==> config.mk <==
export PLATFORM = sky130hd
export DESIGN_NAME = accel_host_loader_flat
export DESIGN_NICKNAME = d
export VERILOG_FILES = /design/src/rtl/accel_host_loader_if.sv /design/src/rtl/accel_host_loader.sv /design/src/flat_wrapper.sv
export SDC_FILE = /design/constraint.sdc
export NUM_CORES = 1
export LEC_CHECK = 0
export CAP_MARGIN = 5
export CORE_AREA = 2 2 388 390
export DETAILED_ROUTE_END_ITERATION = 7
export DIE_AREA = 0 0 390 392
export DONT_BUFFER_PORTS = 1
export GPL_TIMING_DRIVEN = 0
export SLEW_MARGIN = 10
export SYNTH_ARGS = -nofsm -noshare
export SYNTH_HDL_FRONTEND = slang
export SYNTH_SLANG_ARGS = --single-unit
==> constraint.sdc <==
create_clock -name clk -period 7.6 [get_ports clk]
set_input_delay 1.52 -clock clk [delete_from_list [all_inputs] [get_ports clk]]
set_output_delay 1.52 -clock clk [all_outputs]
set_load 0.02 [all_outputs]
==> src/rtl/accel_host_loader_if.sv <==
// accel_host_loader_if: bundles the job request, the two host streams and the
// accelerator's external load/start ports into one bus.
// master = host/bench side that drives requests and stream data; slave = loader.
interface accel_host_loader_if #(
   parameter int DATA_WIDTH            = 8,
   parameter int length                = 16,
   parameter int global_buf_addr_width = 17,
   parameter int NIT_addr_width        = 12,
   parameter int NIT_neighbor          = 32,
   parameter int NIT_point_index       = 10
);
   localparam int GB_LINE_W  = DATA_WIDTH * length;
   localparam int NIT_DATA_W = (NIT_neighbor + 1) * NIT_point_index;

   // job request
   logic                             go;
   logic [global_buf_addr_width-1:0] gb_base_addr;
   logic [global_buf_addr_width-1:0] gb_num_lines;
   logic [NIT_addr_width:0]          nit_num_entries;
   logic                             busy;
   logic                             job_done;
   // host streams
   logic                             gb_valid;
   logic                             gb_ready;
   logic [GB_LINE_W-1:0]             gb_data;
   logic                             nit_valid;
   logic                             nit_ready;
   logic [NIT_DATA_W-1:0]            nit_data;
   // accelerator external ports
   logic                             accel_done;
   logic                             start;
   logic                             LOAD_DONE;
   logic                             global_buf_write_external;
   logic [global_buf_addr_width-1:0] waddr_external;
   logic [GB_LINE_W-1:0]             GB_data_line;
   logic [NIT_addr_width-1:0]        NIT_addr_external;
   logic [NIT_DATA_W-1:0]            NIT_external_data;

   modport master (
      output go, gb_base_addr, gb_num_lines, nit_num_entries,
             gb_valid, gb_data, nit_valid, nit_data, accel_done,
      input  busy, job_done, gb_ready, nit_ready, start, LOAD_DONE,
             global_buf_write_external, waddr_external, GB_data_line,
             NIT_addr_external, NIT_external_data
   );

   modport slave (
      input  go, gb_base_addr, gb_num_lines, nit_num_entries,
             gb_valid, gb_data, nit_valid, nit_data, accel_done,
      output busy, job_done, gb_ready, nit_ready, start, LOAD_DONE,
             global_buf_write_external, waddr_external, GB_data_line,
             NIT_addr_external, NIT_external_data
   );
endinterface

==> src/rtl/accel_host_loader.sv <==
// accel_host_loader: runs one job per go -- start pulse, GB line load, NIT entry
// load, LOAD_DONE pulse, then waits for the accelerator's done.
// Ports: clk, rstn (async active-low), bus (accel_host_loader_if.slave).
// Writes appear 1 cycle after each stream handshake; ready is a pure function of state.
module accel_host_loader #(
   parameter int DATA_WIDTH            = 8,
   parameter int length                = 16,
   parameter int global_buf_addr_width = 17,
   parameter int NIT_addr_width        = 12,
   parameter int NIT_neighbor          = 32,
   parameter int NIT_point_index       = 10
) (
   input logic                clk,
   input logic                rstn,
   accel_host_loader_if.slave bus
);
   localparam int AW   = global_buf_addr_width;
   localparam int NAW  = NIT_addr_width;
   localparam int GBW  = DATA_WIDTH * length;
   localparam int NITW = (NIT_neighbor + 1) * NIT_point_index;

   localparam logic [2:0] IDLE      = 3'd0;
   localparam logic [2:0] START     = 3'd1;
   localparam logic [2:0] LOAD_GB   = 3'd2;
   localparam logic [2:0] LOAD_NIT  = 3'd3;
   localparam logic [2:0] SIGNAL    = 3'd4;
   localparam logic [2:0] WAIT_DONE = 3'd5;

   localparam logic [AW-1:0] GB_ONE  = 1;
   localparam logic [NAW:0]  NIT_ONE = 1;

   logic [2:0]      state, state_nxt;
   logic [AW-1:0]   base_q, lines_q, gb_cnt;
   logic [NAW:0]    entries_q, nit_cnt;
   logic            gb_hs, nit_hs, gb_last, nit_last;

   logic            gb_we_q, load_done_q, job_done_q;
   logic [AW-1:0]   waddr_q;
   logic [GBW-1:0]  line_q;
   logic [NAW-1:0]  nit_addr_q;
   logic [NITW-1:0] nit_dat_q;

   assign bus.gb_ready  = (state == LOAD_GB);
   assign bus.nit_ready = (state == LOAD_NIT);
   assign bus.start     = (state == START);
   assign bus.busy      = (state != IDLE);

   assign gb_hs    = bus.gb_valid & bus.gb_ready;
   assign nit_hs   = bus.nit_valid & bus.nit_ready;
   assign gb_last  = gb_hs & ((gb_cnt + GB_ONE) == lines_q);
   assign nit_last = nit_hs & ((nit_cnt + NIT_ONE) == entries_q);

   always_comb begin
      state_nxt = state;
      case (state)
         IDLE:      if (bus.go) state_nxt = START;
         START: begin
            if (lines_q != '0)        state_nxt = LOAD_GB;
            else if (entries_q != '0) state_nxt = LOAD_NIT;
            else                      state_nxt = SIGNAL;
         end
         LOAD_GB:   if (gb_last) state_nxt = (entries_q != '0) ? LOAD_NIT : SIGNAL;
         LOAD_NIT:  if (nit_last) state_nxt = SIGNAL;
         SIGNAL:    state_nxt = WAIT_DONE;
         WAIT_DONE: if (bus.accel_done) state_nxt = IDLE;
         default:   state_nxt = IDLE;
      endcase
   end

   always_ff @(posedge clk or negedge rstn) begin
      if (!rstn) begin
         state       <= IDLE;
         base_q      <= '0;
         lines_q     <= '0;
         entries_q   <= '0;
         gb_cnt      <= '0;
         nit_cnt     <= '0;
         gb_we_q     <= 1'b0;
         waddr_q     <= '0;
         line_q      <= '0;
         nit_addr_q  <= '0;
         nit_dat_q   <= '0;
         load_done_q <= 1'b0;
         job_done_q  <= 1'b0;
      end else begin
         state <= state_nxt;

         // config is captured only on an accepted go, so it is frozen for the job
         if (state == IDLE && bus.go) begin
            base_q    <= bus.gb_base_addr;
            lines_q   <= bus.gb_num_lines;
            entries_q <= bus.nit_num_entries;
            gb_cnt    <= '0;
            nit_cnt   <= '0;
         end

         gb_we_q <= gb_hs;
         if (gb_hs) begin
            waddr_q <= base_q + gb_cnt;   // wraps modulo 2^AW by width
            line_q  <= bus.gb_data;
            gb_cnt  <= gb_cnt + GB_ONE;
         end

         // NIT write enable belongs to the accelerator; only address/data are driven
         if (nit_hs) begin
            nit_addr_q <= nit_cnt[NAW-1:0];
            nit_dat_q  <= bus.nit_data;
            nit_cnt    <= nit_cnt + NIT_ONE;
         end

         // registered so LOAD_DONE lands strictly after the final write is presented
         load_done_q <= (state == SIGNAL);
         job_done_q  <= (state == WAIT_DONE) && bus.accel_done;
      end
   end

   assign bus.global_buf_write_external = gb_we_q;
   assign bus.waddr_external            = waddr_q;
   assign bus.GB_data_line              = line_q;
   assign bus.NIT_addr_external         = nit_addr_q;
   assign bus.NIT_external_data         = nit_dat_q;
   assign bus.LOAD_DONE                 = load_done_q;
   assign bus.job_done                  = job_done_q;
endmodule

==> src/flat_wrapper.sv <==
// flat-port wrapper written by rule: the top's interface ports become plain ports
module accel_host_loader_flat 
#(
   parameter int DATA_WIDTH            = 8,
   parameter int length                = 16,
   parameter int global_buf_addr_width = 17,
   parameter int NIT_addr_width        = 12,
   parameter int NIT_neighbor          = 32,
   parameter int NIT_point_index       = 10
)
  (clk, rstn, bus_go, bus_gb_base_addr, bus_gb_num_lines, bus_nit_num_entries, bus_gb_valid, bus_gb_data, bus_nit_valid, bus_nit_data, bus_accel_done, bus_busy, bus_job_done, bus_gb_ready, bus_nit_ready, bus_start, bus_LOAD_DONE, bus_global_buf_write_external, bus_waddr_external, bus_GB_data_line, bus_NIT_addr_external, bus_NIT_external_data);
  accel_host_loader_if #(.DATA_WIDTH(DATA_WIDTH), .length(length), .global_buf_addr_width(global_buf_addr_width), .NIT_addr_width(NIT_addr_width), .NIT_neighbor(NIT_neighbor), .NIT_point_index(NIT_point_index)) bus_i ();
  input logic clk;
  input logic rstn;
  input wire logic [$bits(bus_i.go)-1:0] bus_go;
  input wire logic [$bits(bus_i.gb_base_addr)-1:0] bus_gb_base_addr;
  input wire logic [$bits(bus_i.gb_num_lines)-1:0] bus_gb_num_lines;
  input wire logic [$bits(bus_i.nit_num_entries)-1:0] bus_nit_num_entries;
  input wire logic [$bits(bus_i.gb_valid)-1:0] bus_gb_valid;
  input wire logic [$bits(bus_i.gb_data)-1:0] bus_gb_data;
  input wire logic [$bits(bus_i.nit_valid)-1:0] bus_nit_valid;
  input wire logic [$bits(bus_i.nit_data)-1:0] bus_nit_data;
  input wire logic [$bits(bus_i.accel_done)-1:0] bus_accel_done;
  output wire logic [$bits(bus_i.busy)-1:0] bus_busy;
  output wire logic [$bits(bus_i.job_done)-1:0] bus_job_done;
  output wire logic [$bits(bus_i.gb_ready)-1:0] bus_gb_ready;
  output wire logic [$bits(bus_i.nit_ready)-1:0] bus_nit_ready;
  output wire logic [$bits(bus_i.start)-1:0] bus_start;
  output wire logic [$bits(bus_i.LOAD_DONE)-1:0] bus_LOAD_DONE;
  output wire logic [$bits(bus_i.global_buf_write_external)-1:0] bus_global_buf_write_external;
  output wire logic [$bits(bus_i.waddr_external)-1:0] bus_waddr_external;
  output wire logic [$bits(bus_i.GB_data_line)-1:0] bus_GB_data_line;
  output wire logic [$bits(bus_i.NIT_addr_external)-1:0] bus_NIT_addr_external;
  output wire logic [$bits(bus_i.NIT_external_data)-1:0] bus_NIT_external_data;
  assign bus_i.go = bus_go;
  assign bus_i.gb_base_addr = bus_gb_base_addr;
  assign bus_i.gb_num_lines = bus_gb_num_lines;
  assign bus_i.nit_num_entries = bus_nit_num_entries;
  assign bus_i.gb_valid = bus_gb_valid;
  assign bus_i.gb_data = bus_gb_data;
  assign bus_i.nit_valid = bus_nit_valid;
  assign bus_i.nit_data = bus_nit_data;
  assign bus_i.accel_done = bus_accel_done;
  assign bus_busy = bus_i.busy;
  assign bus_job_done = bus_i.job_done;
  assign bus_gb_ready = bus_i.gb_ready;
  assign bus_nit_ready = bus_i.nit_ready;
  assign bus_start = bus_i.start;
  assign bus_LOAD_DONE = bus_i.LOAD_DONE;
  assign bus_global_buf_write_external = bus_i.global_buf_write_external;
  assign bus_waddr_external = bus_i.waddr_external;
  assign bus_GB_data_line = bus_i.GB_data_line;
  assign bus_NIT_addr_external = bus_i.NIT_addr_external;
  assign bus_NIT_external_data = bus_i.NIT_external_data;
  accel_host_loader #(.DATA_WIDTH(DATA_WIDTH), .length(length), .global_buf_addr_width(global_buf_addr_width), .NIT_addr_width(NIT_addr_width), .NIT_neighbor(NIT_neighbor), .NIT_point_index(NIT_point_index)) u_core (.clk(clk), .rstn(rstn), .bus(bus_i));
endmodule
Word-level counts from Yosys, hierarchy flattened --
Cells that the tools add are included. Widths: inputs -> output; s select.
Storage, ports and cells: register bits after elaboration 570, bits of input ports 511, output and inout port bits 494, logic and storage cells 51
Operators by class: reductions and logical operators 9, equality and inequality tests 11, muxes and demuxes 11, $add $sub $neg 3, bitwise operators 4
Operators with widths (count):
- $mux 17 | 2
- $mux 13 | 2
- $mux 3 | 6
- $pmux 3 s6 | 1
- $add 17x1->17 const B | 1
- $add 17x17->17 | 1
- $eq 17x17->1 | 1
- $reduce_bool 17->1 | 1
- $add 13x1->13 const B | 1
- $eq 13x13->1 | 1
- $reduce_bool 13->1 | 1
- $ne 2x2->1 const B | 4
- $eq 3x2->1 const B | 2
- $eq 3x3->1 const B | 2
- $and 1x1->1 | 4
- $reduce_and 4->1 | 1
- $reduce_bool 2->1 | 2
- $eq 3x1->1 const B | 1
- $logic_not 3->1 | 1
- $reduce_bool 3->1 | 1
- $logic_and 1x1->1 | 2

Longest topological paths before layout --
Gate-level depths: netlist of the first run.
word-level depth 5, gate-level depth with buffers 11, gate-level depth less buffers 11

Worst setup path before layout of the first run --
No wires, ideal clock.
path kind input port to flip-flop, start in bus_go, end reg u_core.entries_q[10], data arrival time 2821 ps, library setup time 125 ps, cell stages on the path 5, path buffers 2, path slack 4655 ps, data required time 7475 ps, cell sequence inv_1 nor2_1 clkbuf_1 clkbuf_1 mux2_2
Between the ends: longest elaborated chain between the ends 1
Ends and longest elaborated chain:
- start, declared | RTL line flat_wrapper.sv:15 | input wire logic [$bits(bus_i.go)-1:0] bus_go;
- $logic_and 1x1->1 | RTL line accel_host_loader.sv:89 | if (state == IDLE && bus.go) begin
- end signal, assigned | RTL line accel_host_loader.sv:92 | entries_q <= bus.nit_num_entries;
- end, declared | RTL line accel_host_loader.sv:34 | logic [NAW:0] entries_q, nit_cnt;
Every way passes these cells. A chain may end at the register's enable or synchronous reset.

Worst setup path in the final report of the first run --
start reg u_core.state[0], end reg u_core.line_q[57], in the netlist u_core.bus.GB_data_line[57]
Between the ends: longest elaborated chain between the ends 2
Ends and longest elaborated chain:
- start, declared | RTL line accel_host_loader.sv:32 | logic [2:0] state, state_nxt;
- start signal, assigned | RTL line accel_host_loader.sv:86 | state <= state_nxt;
- $eq 3x2->1 | RTL line accel_host_loader.sv:43 | assign bus.gb_ready = (state == LOAD_GB);
- via bus_gb_ready | RTL line flat_wrapper.sv:26 | output wire logic [$bits(bus_i.gb_ready)-1:0] bus_gb_ready;
- $and 1x1->1 | RTL line accel_host_loader.sv:48 | assign gb_hs = bus.gb_valid & bus.gb_ready;
- end signal, assigned | RTL line accel_host_loader.sv:100 | line_q <= bus.gb_data;
- end, declared | RTL line accel_host_loader.sv:39 | logic [GBW-1:0] line_q;
The timed path passes the listed nets, and every way through them passes these cells.

==> results.rst, run 1 <==
.. list-table::
   :header-rows: 1

   * - Metric
     - Value
   * - Outcome
     - completed
   * - Length of the first detailed-routing pass in iterations
     - 6
   * - Max-slew headroom
     - 0.213
   * - Clock transition at the registers of the reported paths
     - ~0.060 ns
   * - Top cells by instance count after synthesis
     - sky130_fd_sc_hd__nand2_1 (1464), sky130_fd_sc_hd__dfrtp_1 (570), sky130_fd_sc_hd__clkbuf_1 (107)
   * - Worst Setup Start Kind
     - flop
   * - Post-Route Setup TNS
     - 0 ns
   * - Type of the most critical hold path
     - reg -> reg
   * - GRT Util Overall
     - 0.131
   * - Number of core rows
     - about 140
   * - CTS tree
     - built
   * - First-pass GRT wire length
     - 141000 um
   * - Compound-Gate Fraction of Synth Area
     - 0.0377
   * - Share of flip-flops with an asynchronous set or reset after synthesis
     - 1.00
   * - # Post-CTS Setup Buffers
     - 0
   * - Num Clock Sinks
     - 570
   * - Growth of design area from synthesis to finish
     - 21.0%
   * - Post-route worst hold slack
     - around 0.51 ns
   * - DRC Markers
     - 0
   * - Number of global-route vias before repair
     - around 18k
   * - Pin slew with the least headroom to its limit
     - approximately 1.2 ns
   * - Fin crit period
     - 4.24 ns
   * - R2R Setup Slk
     - between 3 and 4 ns
   * - Number of enable flip-flop cells after synthesis
     - 0
   * - Crit Reg-Reg Endpoint
     - u_core.bus.GB_data_line[57]$_DFFE_PN0P_
   * - Fraction of the core area covered by cells at the end of the flow
     - 0.189
   * - Share of cell area taken by muxes after synthesis
     - 0.0236
   * - Number of nets still failing antenna checks after routing
     - 0
   * - Origin of the worst setup path
     - u_core.state[0]$_DFFE_PN0P_
   * - Final number of hold-violating endpoints
     - 0
   * - Pin count of the biggest net entering global routing
     - ~570
   * - Number of cells traversed by the worst register-to-register path
     - 9
   * - Max-slew violations
     - 0
   * - Total global routing overflow
     - 0
   * - Data required time of the worst path
     - about 8.2 ns
   * - Synth Area in Adders
     - 0.0106
   * - Crit path capture type
     - flop
   * - Crit path max fanout
     - 10
   * - CTS Buffer Depth
     - 3
   * - Post-Route Skew
     - 0.0395 ns
   * - Ranking of synthesized cells by area
     - sky130_fd_sc_hd__dfrtp_1 (61%), sky130_fd_sc_hd__nand2_1 (24%), sky130_fd_sc_hd__mux2_2 (2.2%), sky130_fd_sc_hd__clkbuf_1 (1.7%), sky130_fd_sc_hd__o21ai_0 (1.5%)
   * - Start point of the worst min-delay path
     - u_core.nit_cnt[12]$_DFFE_PN0P_
   * - Ys flop type
     - sky130_fd_sc_hd__dfrtp_1
   * - Setup CP Type
     - reg -> reg
   * - Library cell used as clock root buffer
     - sky130_fd_sc_hd__clkbuf_16
   * - Count of hold buffers inserted by post-cts repair
     - 0
   * - Mean number of vias per cell
     - a little under 4
   * - Simple-Gate Fraction of Synth Area
     - 0.267
   * - Number of buffers created by CTS
     - 68
   * - Count of cell types in the netlist
     - 63
   * - DIE AREA
     - 0.153 mm^2
   * - Proportion of synthesized chip area in sequential cells
     - 0.614
   * - Main combinational cell family by area after synthesis
     - simple AND/OR/NAND/NOR gates
   * - Total wirelength of the detailed-routed design
     - ~110000 um
   * - Peak ir drop on the vdd network
     - 0.202 mV
   * - Yosys warnings
     - 0
   * - Post-Synthesis Net Count
     - between 3k and 4k
   * - Share of layout cells above drive strength 1
     - 0.0662
   * - Clock insertion delay at the later pin of the skew report
     - around 0.67 ns
   * - Initial detailed-routing violation count
     - ~1.2k
   * - Number of I/O port buffers
     - 0
   * - Top-level port count
     - 1005
   * - Average footprint of a synthesized cell
     - around 9.0 um^2
   * - Final setup fails
     - 0
   * - Top-area cell type share of the netlist area
     - 0.614
   * - Antenna violations before repair
     - 94
   * - Post-synthesis xor/xnor area fraction
     - 0.0215
   * - Unrepaired setup endpoints after global routing
     - no
   * - Worst path arrival time
     - 4.82 ns
   * - Maximum clock frequency
     - ~240 MHz
   * - Max-cap violations
     - 0
   * - Initial core utilization
     - 0.156
   * - Routability congestion estimate from global placement
     - a little over 0.9
   * - Standby leakage power
     - roughly 14 nW
   * - Via Count
     - 18.6k
   * - Most common cell in the netlist
     - sky130_fd_sc_hd__nand2_1
   * - H-Tree Level Count
     - 3
   * - Cell type with the largest total area after synthesis
     - sky130_fd_sc_hd__dfrtp_1
   * - Post-cts repair resize count
     - 0
   * - Post-DP HPWL
     - approximately 84000 um
   * - Nets
     - between 3k and 4k
   * - Power per cell area
     - ~480 mW/mm^2
   * - Placeable core region
     - 0.149 mm^2
   * - Die boundary width
     - slightly below 400 um
   * - Termination of the worst setup path
     - u_core.bus.GB_data_line[57]$_DFFE_PN0P_
   * - Vertical die dimension
     - between 300 and 400 um
   * - Number of storage elements in the synthesis netlist
     - 570
   * - Final cycle utilization of the critical path
     - 0.558
   * - Post-synthesis instance area
     - about 0.023 mm^2
   * - Post-DR wirelength/cell
     - 22.6 um
   * - Number of cells produced by synthesis
     - about 2.6k
   * - Worst reg2reg startpoint
     - u_core.state[0]$_DFFE_PN0P_
how the worst min path moves through the flow:
| stage | slack (ns) | end | cells after the start |
|---|---|---|---|
| after floorplan | 0.47 | u_core.nit_cnt[12]$_DFFE_PN0P_ | 1 |
| after global routing | 0.49 | u_core.base_q[11]$_DFFE_PN0P_ | 0 |
| after CTS | 0.47 | u_core.base_q[7]$_DFFE_PN0P_ | 0 |
| after global placement | 0.49 | u_core.nit_cnt[12]$_DFFE_PN0P_ | 1 |
| final | 0.51 | u_core.nit_cnt[12]$_DFFE_PN0P_ | 1 |
| after detailed placement | 0.50 | u_core.nit_cnt[12]$_DFFE_PN0P_ | 1 |
registers in the layout (all words and copies together) (netlist names):
| register | flops |
|---|---|
| u_core.base_q | 17 |
| u_core.bus.GB_data_line | 128 |
| u_core.bus.LOAD_DONE | 1 |
| u_core.bus.job_done | 1 |
| u_core.state | 3 |
| u_core.entries_q | 13 |
| u_core.lines_q | 17 |
| u_core.bus.global_buf_write_external | 1 |
| u_core.gb_cnt | 17 |
| u_core.bus.waddr_external | 17 |
| u_core.bus.NIT_external_data | 330 |
| u_core.nit_cnt | 13 |
| u_core.bus.NIT_addr_external | 12 |
where the power goes:
part           internal (W)  switching [W]
Combinational       0.00102        0.00189
Sequential          0.00437        0.00289
Clock               0.00196        0.00143
Total               0.00735        0.00622
final cells by class:
type	instances	area, um^2
plain buffers	133	532
diodes	27	67.6
fillers	16500	121000
multi-input cells	1858	8370
clock inverters	26	370
flip-flops and latches	570	14300
well taps	1944	2430
clock buffers	96	1930
inverters	16	60.1
repair buffers	3	82.6
metrics by stage:
| step | power, W | setup slack (ns) | cell area [um^2] | instances |
|---|---|---|---|---|
| detailed placement | 0.0102 | 3.23 | 25700 | 4521 |
| CTS | 0.0137 | 3.35 | 28000 | 4643 |
| floorplan | 0.00869 | 4.65 | 23200 | 2577 |
| global route | 0.0144 | 3.21 | 28100 | 4664 |
| finish | 0.0136 | 3.36 | 28100 | 4673 |
| global placement | 0.0101 | 2.69 | 25700 | 4521 |
layout by cell type (no fill, tap or decap), types with 4 or more instances in the layout:
| cell | instances |
|---|---|
| sky130_fd_sc_hd__a211oi_1 | 4 |
| sky130_fd_sc_hd__a21oi_1 | 30 |
| sky130_fd_sc_hd__a31oi_1 | 6 |
| sky130_fd_sc_hd__and2_1 | 5 |
| sky130_fd_sc_hd__and3_1 | 5 |
| sky130_fd_sc_hd__buf_1 | 12 |
| sky130_fd_sc_hd__buf_2 | 8 |
| sky130_fd_sc_hd__bufinv_16 | 5 |
| sky130_fd_sc_hd__clkbuf_1 | 123 |
| sky130_fd_sc_hd__clkbuf_16 | 69 |
| sky130_fd_sc_hd__clkbuf_8 | 10 |
| sky130_fd_sc_hd__clkinv_2 | 4 |
| sky130_fd_sc_hd__clkinv_4 | 4 |
| sky130_fd_sc_hd__clkinvlp_4 | 5 |
| sky130_fd_sc_hd__dfrtp_1 | 570 |
| sky130_fd_sc_hd__diode_2 | 27 |
| sky130_fd_sc_hd__ha_1 | 18 |
| sky130_fd_sc_hd__inv_1 | 16 |
| sky130_fd_sc_hd__inv_6 | 4 |
| sky130_fd_sc_hd__mux2_2 | 45 |
| sky130_fd_sc_hd__nand2_1 | 1464 |
| sky130_fd_sc_hd__nand3_1 | 15 |
| sky130_fd_sc_hd__nand4_1 | 10 |
| sky130_fd_sc_hd__nor2_1 | 34 |
| sky130_fd_sc_hd__nor2b_1 | 5 |
| sky130_fd_sc_hd__nor3_1 | 13 |
| sky130_fd_sc_hd__nor4_1 | 9 |
| sky130_fd_sc_hd__o21ai_0 | 69 |
| sky130_fd_sc_hd__o21bai_1 | 5 |
| sky130_fd_sc_hd__o31ai_1 | 9 |
| sky130_fd_sc_hd__xnor2_1 | 34 |
| sky130_fd_sc_hd__xor2_1 | 23 |
routing by layer:
layer	GRT usage	up-vias	wire (um)
met2	0.204	1086	48700
met5	0.00415	-	296
li1	-	8262	-
met4	0.0742	32	5270
met3	0.0757	303	14200
met1	0.138	8909	37200
kinds of logic after synthesis:
logic type	count (synthesis)
and+or+nand+nor	1586
adders and majority gates	19
xor gates and xnor gates	57
muxes	49
DFF	570
buffers and inverters	149
AOI/OAI and AO/OA	147
worst max-delay path, stage by stage, from the launching register on:
cell and delay [ns]:
sky130_fd_sc_hd__dfrtp_1 0.37, sky130_fd_sc_hd__buf_4 0.17, sky130_fd_sc_hd__nor3b_2 0.65, sky130_fd_sc_hd__nand2_1 0.39
sky130_fd_sc_hd__inv_1 0.19, sky130_fd_sc_hd__clkbuf_1 0.67, sky130_fd_sc_hd__clkbuf_1 0.84, sky130_fd_sc_hd__buf_2 0.47
sky130_fd_sc_hd__nand2_1 0.26, sky130_fd_sc_hd__nand2_1 0.12
No activity file was read; power rests on OpenSTA's default activity.
==> run 2: changes to the inputs <==
clock period = 3.8 ns   (was 7.6 ns; I/O delays follow)
==> run 2 against run 1 <==
Register-to-register slack got worse by 3.1 ns; sequential share of layout area is 0.088 points lower; die area did not move; combinational power increased by 100%; critical endpoint unchanged.
==> results.rst, run 2 (synthesis gave the netlist of run 1 again) <==
.. list-table::
   :header-rows: 1

   * - Metric
     - Value
   * - Outcome
     - completed
   * - Library cell used as clock root buffer
     - sky130_fd_sc_hd__clkbuf_16
   * - Number of nets still failing antenna checks after routing
     - 0 (unchanged)
   * - Commonest cells after routing, fill and taps aside
     - sky130_fd_sc_hd__nand2_1 (1463), sky130_fd_sc_hd__dfrtp_1 (570), sky130_fd_sc_hd__clkbuf_1 (117)
   * - Minimum setup slack after placement
     - -0.398 ns (-3.63 ns)
   * - DRC Markers
     - 0 (unchanged)
   * - Vertical die dimension
     - 392 um (unchanged)
   * - Die boundary width
     - 390 um (unchanged)
   * - Power per cell area
     - 965 mW/mm^2 (+100%)
   * - Max-slew violations
     - 0 (unchanged)
   * - GRT Util Overall
     - 0.131 (unchanged)
   * - First-pass GRT wire length
     - 141000 um (unchanged)
   * - Length of the first detailed-routing pass in iterations
     - 5 (-1)
   * - Layout Cell Area excl Fill
     - 0.0282 mm^2 (+0.17%)
   * - Total global routing overflow
     - 0 (unchanged)
   * - Antenna violations before repair
     - 93 (-1.1%)
   * - Fin crit period
     - 3.57 ns (-0.675 ns)
   * - R2R Setup Slk
     - 0.23 ns (-3.12 ns)
   * - Number of cells traversed by the worst register-to-register path
     - 9 (unchanged)
   * - Pin slew with the least headroom to its limit
     - 1.17 ns (-0.00426 ns)
   * - Max-slew headroom
     - 0.216 (+0.00287)
   * - Clock transition at the registers of the reported paths
     - 0.06 ns (about the same)
   * - Standby leakage power
     - 13.6 nW (+0.29%)
   * - Cell area after placement
     - 0.0257 mm^2 (unchanged)
   * - Final number of hold-violating endpoints
     - 0 (unchanged)
   * - Final cycle utilization of the critical path
     - 0.939 (+0.381)
   * - Worst reg2reg startpoint
     - u_core.state[0]$_DFFE_PN0P_
   * - Top-level port count
     - 1005 (unchanged)
   * - Data required time of the worst path
     - 4.37 ns (-3.80 ns)
   * - Growth of design area from synthesis to finish
     - 21.2%
   * - Number of global-route vias before repair
     - 17.8k (unchanged)
   * - Routability congestion estimate from global placement
     - 0.919 (unchanged)
   * - H-Tree Level Count
     - 3 (unchanged)
   * - Crit path max fanout
     - 10 (unchanged)
   * - Placeable core region
     - 0.149 mm^2 (unchanged)
   * - Worst path most repeated cell
     - sky130_fd_sc_hd__nand2_1
   * - Total buffers and inverters traversed by the critical path
     - 5 (unchanged)
   * - Most common cell after layout, fill and taps aside
     - sky130_fd_sc_hd__nand2_1
   * - Highest-delay cell along the critical path
     - sky130_fd_sc_hd__nor3b_2
   * - Unrepaired setup endpoints after global routing
     - no
   * - Final setup fails
     - 0 (unchanged)
   * - Setup CP Type
     - reg -> reg
   * - Clock insertion delay at the later pin of the skew report
     - 0.66 ns (about the same)
   * - Peak ir drop on the vdd network
     - 0.407 mV (+100%)
   * - Number of flip-flops in the largest register
     - 330 (unchanged)
   * - Number of core rows
     - 142 (unchanged)
   * - Share of layout cells above drive strength 1
     - 0.0699 (+0.00365)
   * - Crit Reg-Reg Endpoint
     - u_core.bus.GB_data_line[57]$_DFFE_PN0P_
   * - Delay-heaviest family, CP
     - buffers and inverters
   * - Type of the most critical hold path
     - in -> async
   * - Mean number of vias per cell
     - 3.99 (+0.33%)
   * - Post-DP HPWL
     - 84300 um (unchanged)
   * - Worst setup slack after layout
     - 0.231 ns (-3.12 ns)
   * - Max-cap violations
     - 0 (unchanged)
   * - Num Clock Sinks
     - 570 (unchanged)
   * - Post-DR wirelength/cell
     - 22.7 um (+0.27%)
   * - Worst path arrival time
     - 4.14 ns (-0.68 ns)
   * - Initial core utilization
     - 0.156 (unchanged)
   * - DIE AREA
     - 0.153 mm^2 (unchanged)
   * - Crit path capture type
     - flop
   * - Maximum clock frequency
     - 280 MHz (+19%)
   * - Initial detailed-routing violation count
     - 1320 (+7.1%)
   * - Worst Setup Start Kind
     - flop
   * - Series of cell instances along the critical path
     - buf_4 -> nor3b_2 -> nand2_1 -> inv_1 -> clkbuf_2 -> clkbuf_2 -> buf_2 -> nand2_1 -> nand2_1
   * - Pin count of the biggest net entering global routing
     - 571 (unchanged)
   * - # Post-CTS Setup Buffers
     - 0 (unchanged)
   * - CTS tree
     - built
   * - Number of buffers created by CTS
     - 68 (unchanged)
   * - Sequential Area
     - 0.0143 mm^2 (unchanged)
   * - Via Count
     - 18.7k (+0.35%)
   * - Multi-input logic area
     - 0.00837 mm^2 (about the same)
   * - Nets
     - 3182 (+0.063%)
   * - Slowest cell delay on critical path
     - 0.67 ns (-0.17 ns)
   * - CTS Buffer Depth
     - 3 (unchanged)
   * - Post-Route Skew
     - 0.0373 ns (-0.00220 ns)
   * - Number of I/O port buffers
     - 0 (unchanged)
   * - # fillers
     - 16.5k (-0.012%)
   * - Total wirelength of the detailed-routed design
     - 106000 um (+0.29%)
## run 2: per-stage QoR
step	utilization	TNS, ns	total power (W)	cells	hold WS (ns)
finish	0.189	0	0.0272	4674	0.0594
floorplan	-	0	0.0174	2577	0.464
global route	0.189	0	0.0288	4666	0.0820
global placement	0.172	-81.79	0.0201	4521	0.474
detailed placement	0.172	-13.71	0.0203	4521	0.476
CTS	0.188	0	0.0273	4643	-0.285
## run 2: what timing repair did
item | CTS | global route
endpoints found under the hold margin | 570 | 87
setup endpoints to repair | 103 | 11
resized for setup | 5 | 6
## run 2: area by class of cell
class                   instances  area share
clock buffers                  96      0.0685
clock inverters                26      0.0132
repair buffers                  5     0.00427
diodes                         26     0.00231
inverters                      16     0.00213
multi-input cells            1858       0.297
plain buffers                 133      0.0192
flip-flops and latches        570       0.507
well taps                    1944      0.0864
## run 2: layer usage
metal | routed length, um | share of wire | global-route usage
met5 | 293 | 0.0028 | 0.00415
met4 | 5520 | 0.052 | 0.0742
met2 | 48700 | 0.46 | 0.204
met3 | 14200 | 0.13 | 0.0757
met1 | 37400 | 0.35 | 0.138
## run 2: how the worst max path moves through the flow
stage | from | end | cells past startpoint
detailed placement | u_core.state[0]$_DFFE_PN0P_ | u_core.bus.GB_data_line[57]$_DFFE_PN0P_ | 9
CTS | u_core.state[0]$_DFFE_PN0P_ | u_core.entries_q[6]$_DFFE_PN0P_ | 7
finish | u_core.state[0]$_DFFE_PN0P_ | u_core.bus.GB_data_line[57]$_DFFE_PN0P_ | 9
global route | u_core.state[2]$_DFFE_PN0P_ | u_core.bus.NIT_external_data[267]$_DFFE_PN0P_ | 7
floorplan | u_core.gb_cnt[0]$_DFFE_PN0P_ | u_core.bus.waddr_external[16]$_DFFE_PN0P_ | 11
global placement | u_core.state[2]$_DFFE_PN0P_ | u_core.bus.NIT_external_data[237]$_DFFE_PN0P_ | 7
## run 2: power by group
| group | internal, W | leakage (nW) | switching, W |
|---|---|---|---|
| logic | 0.00205 | 5.37 | 0.00382 |
| clock network | 0.00393 | 1.10 | 0.00286 |
| registers | 0.00873 | 7.14 | 0.00578 |
| total | 0.0147 | 13.6 | 0.0125 |
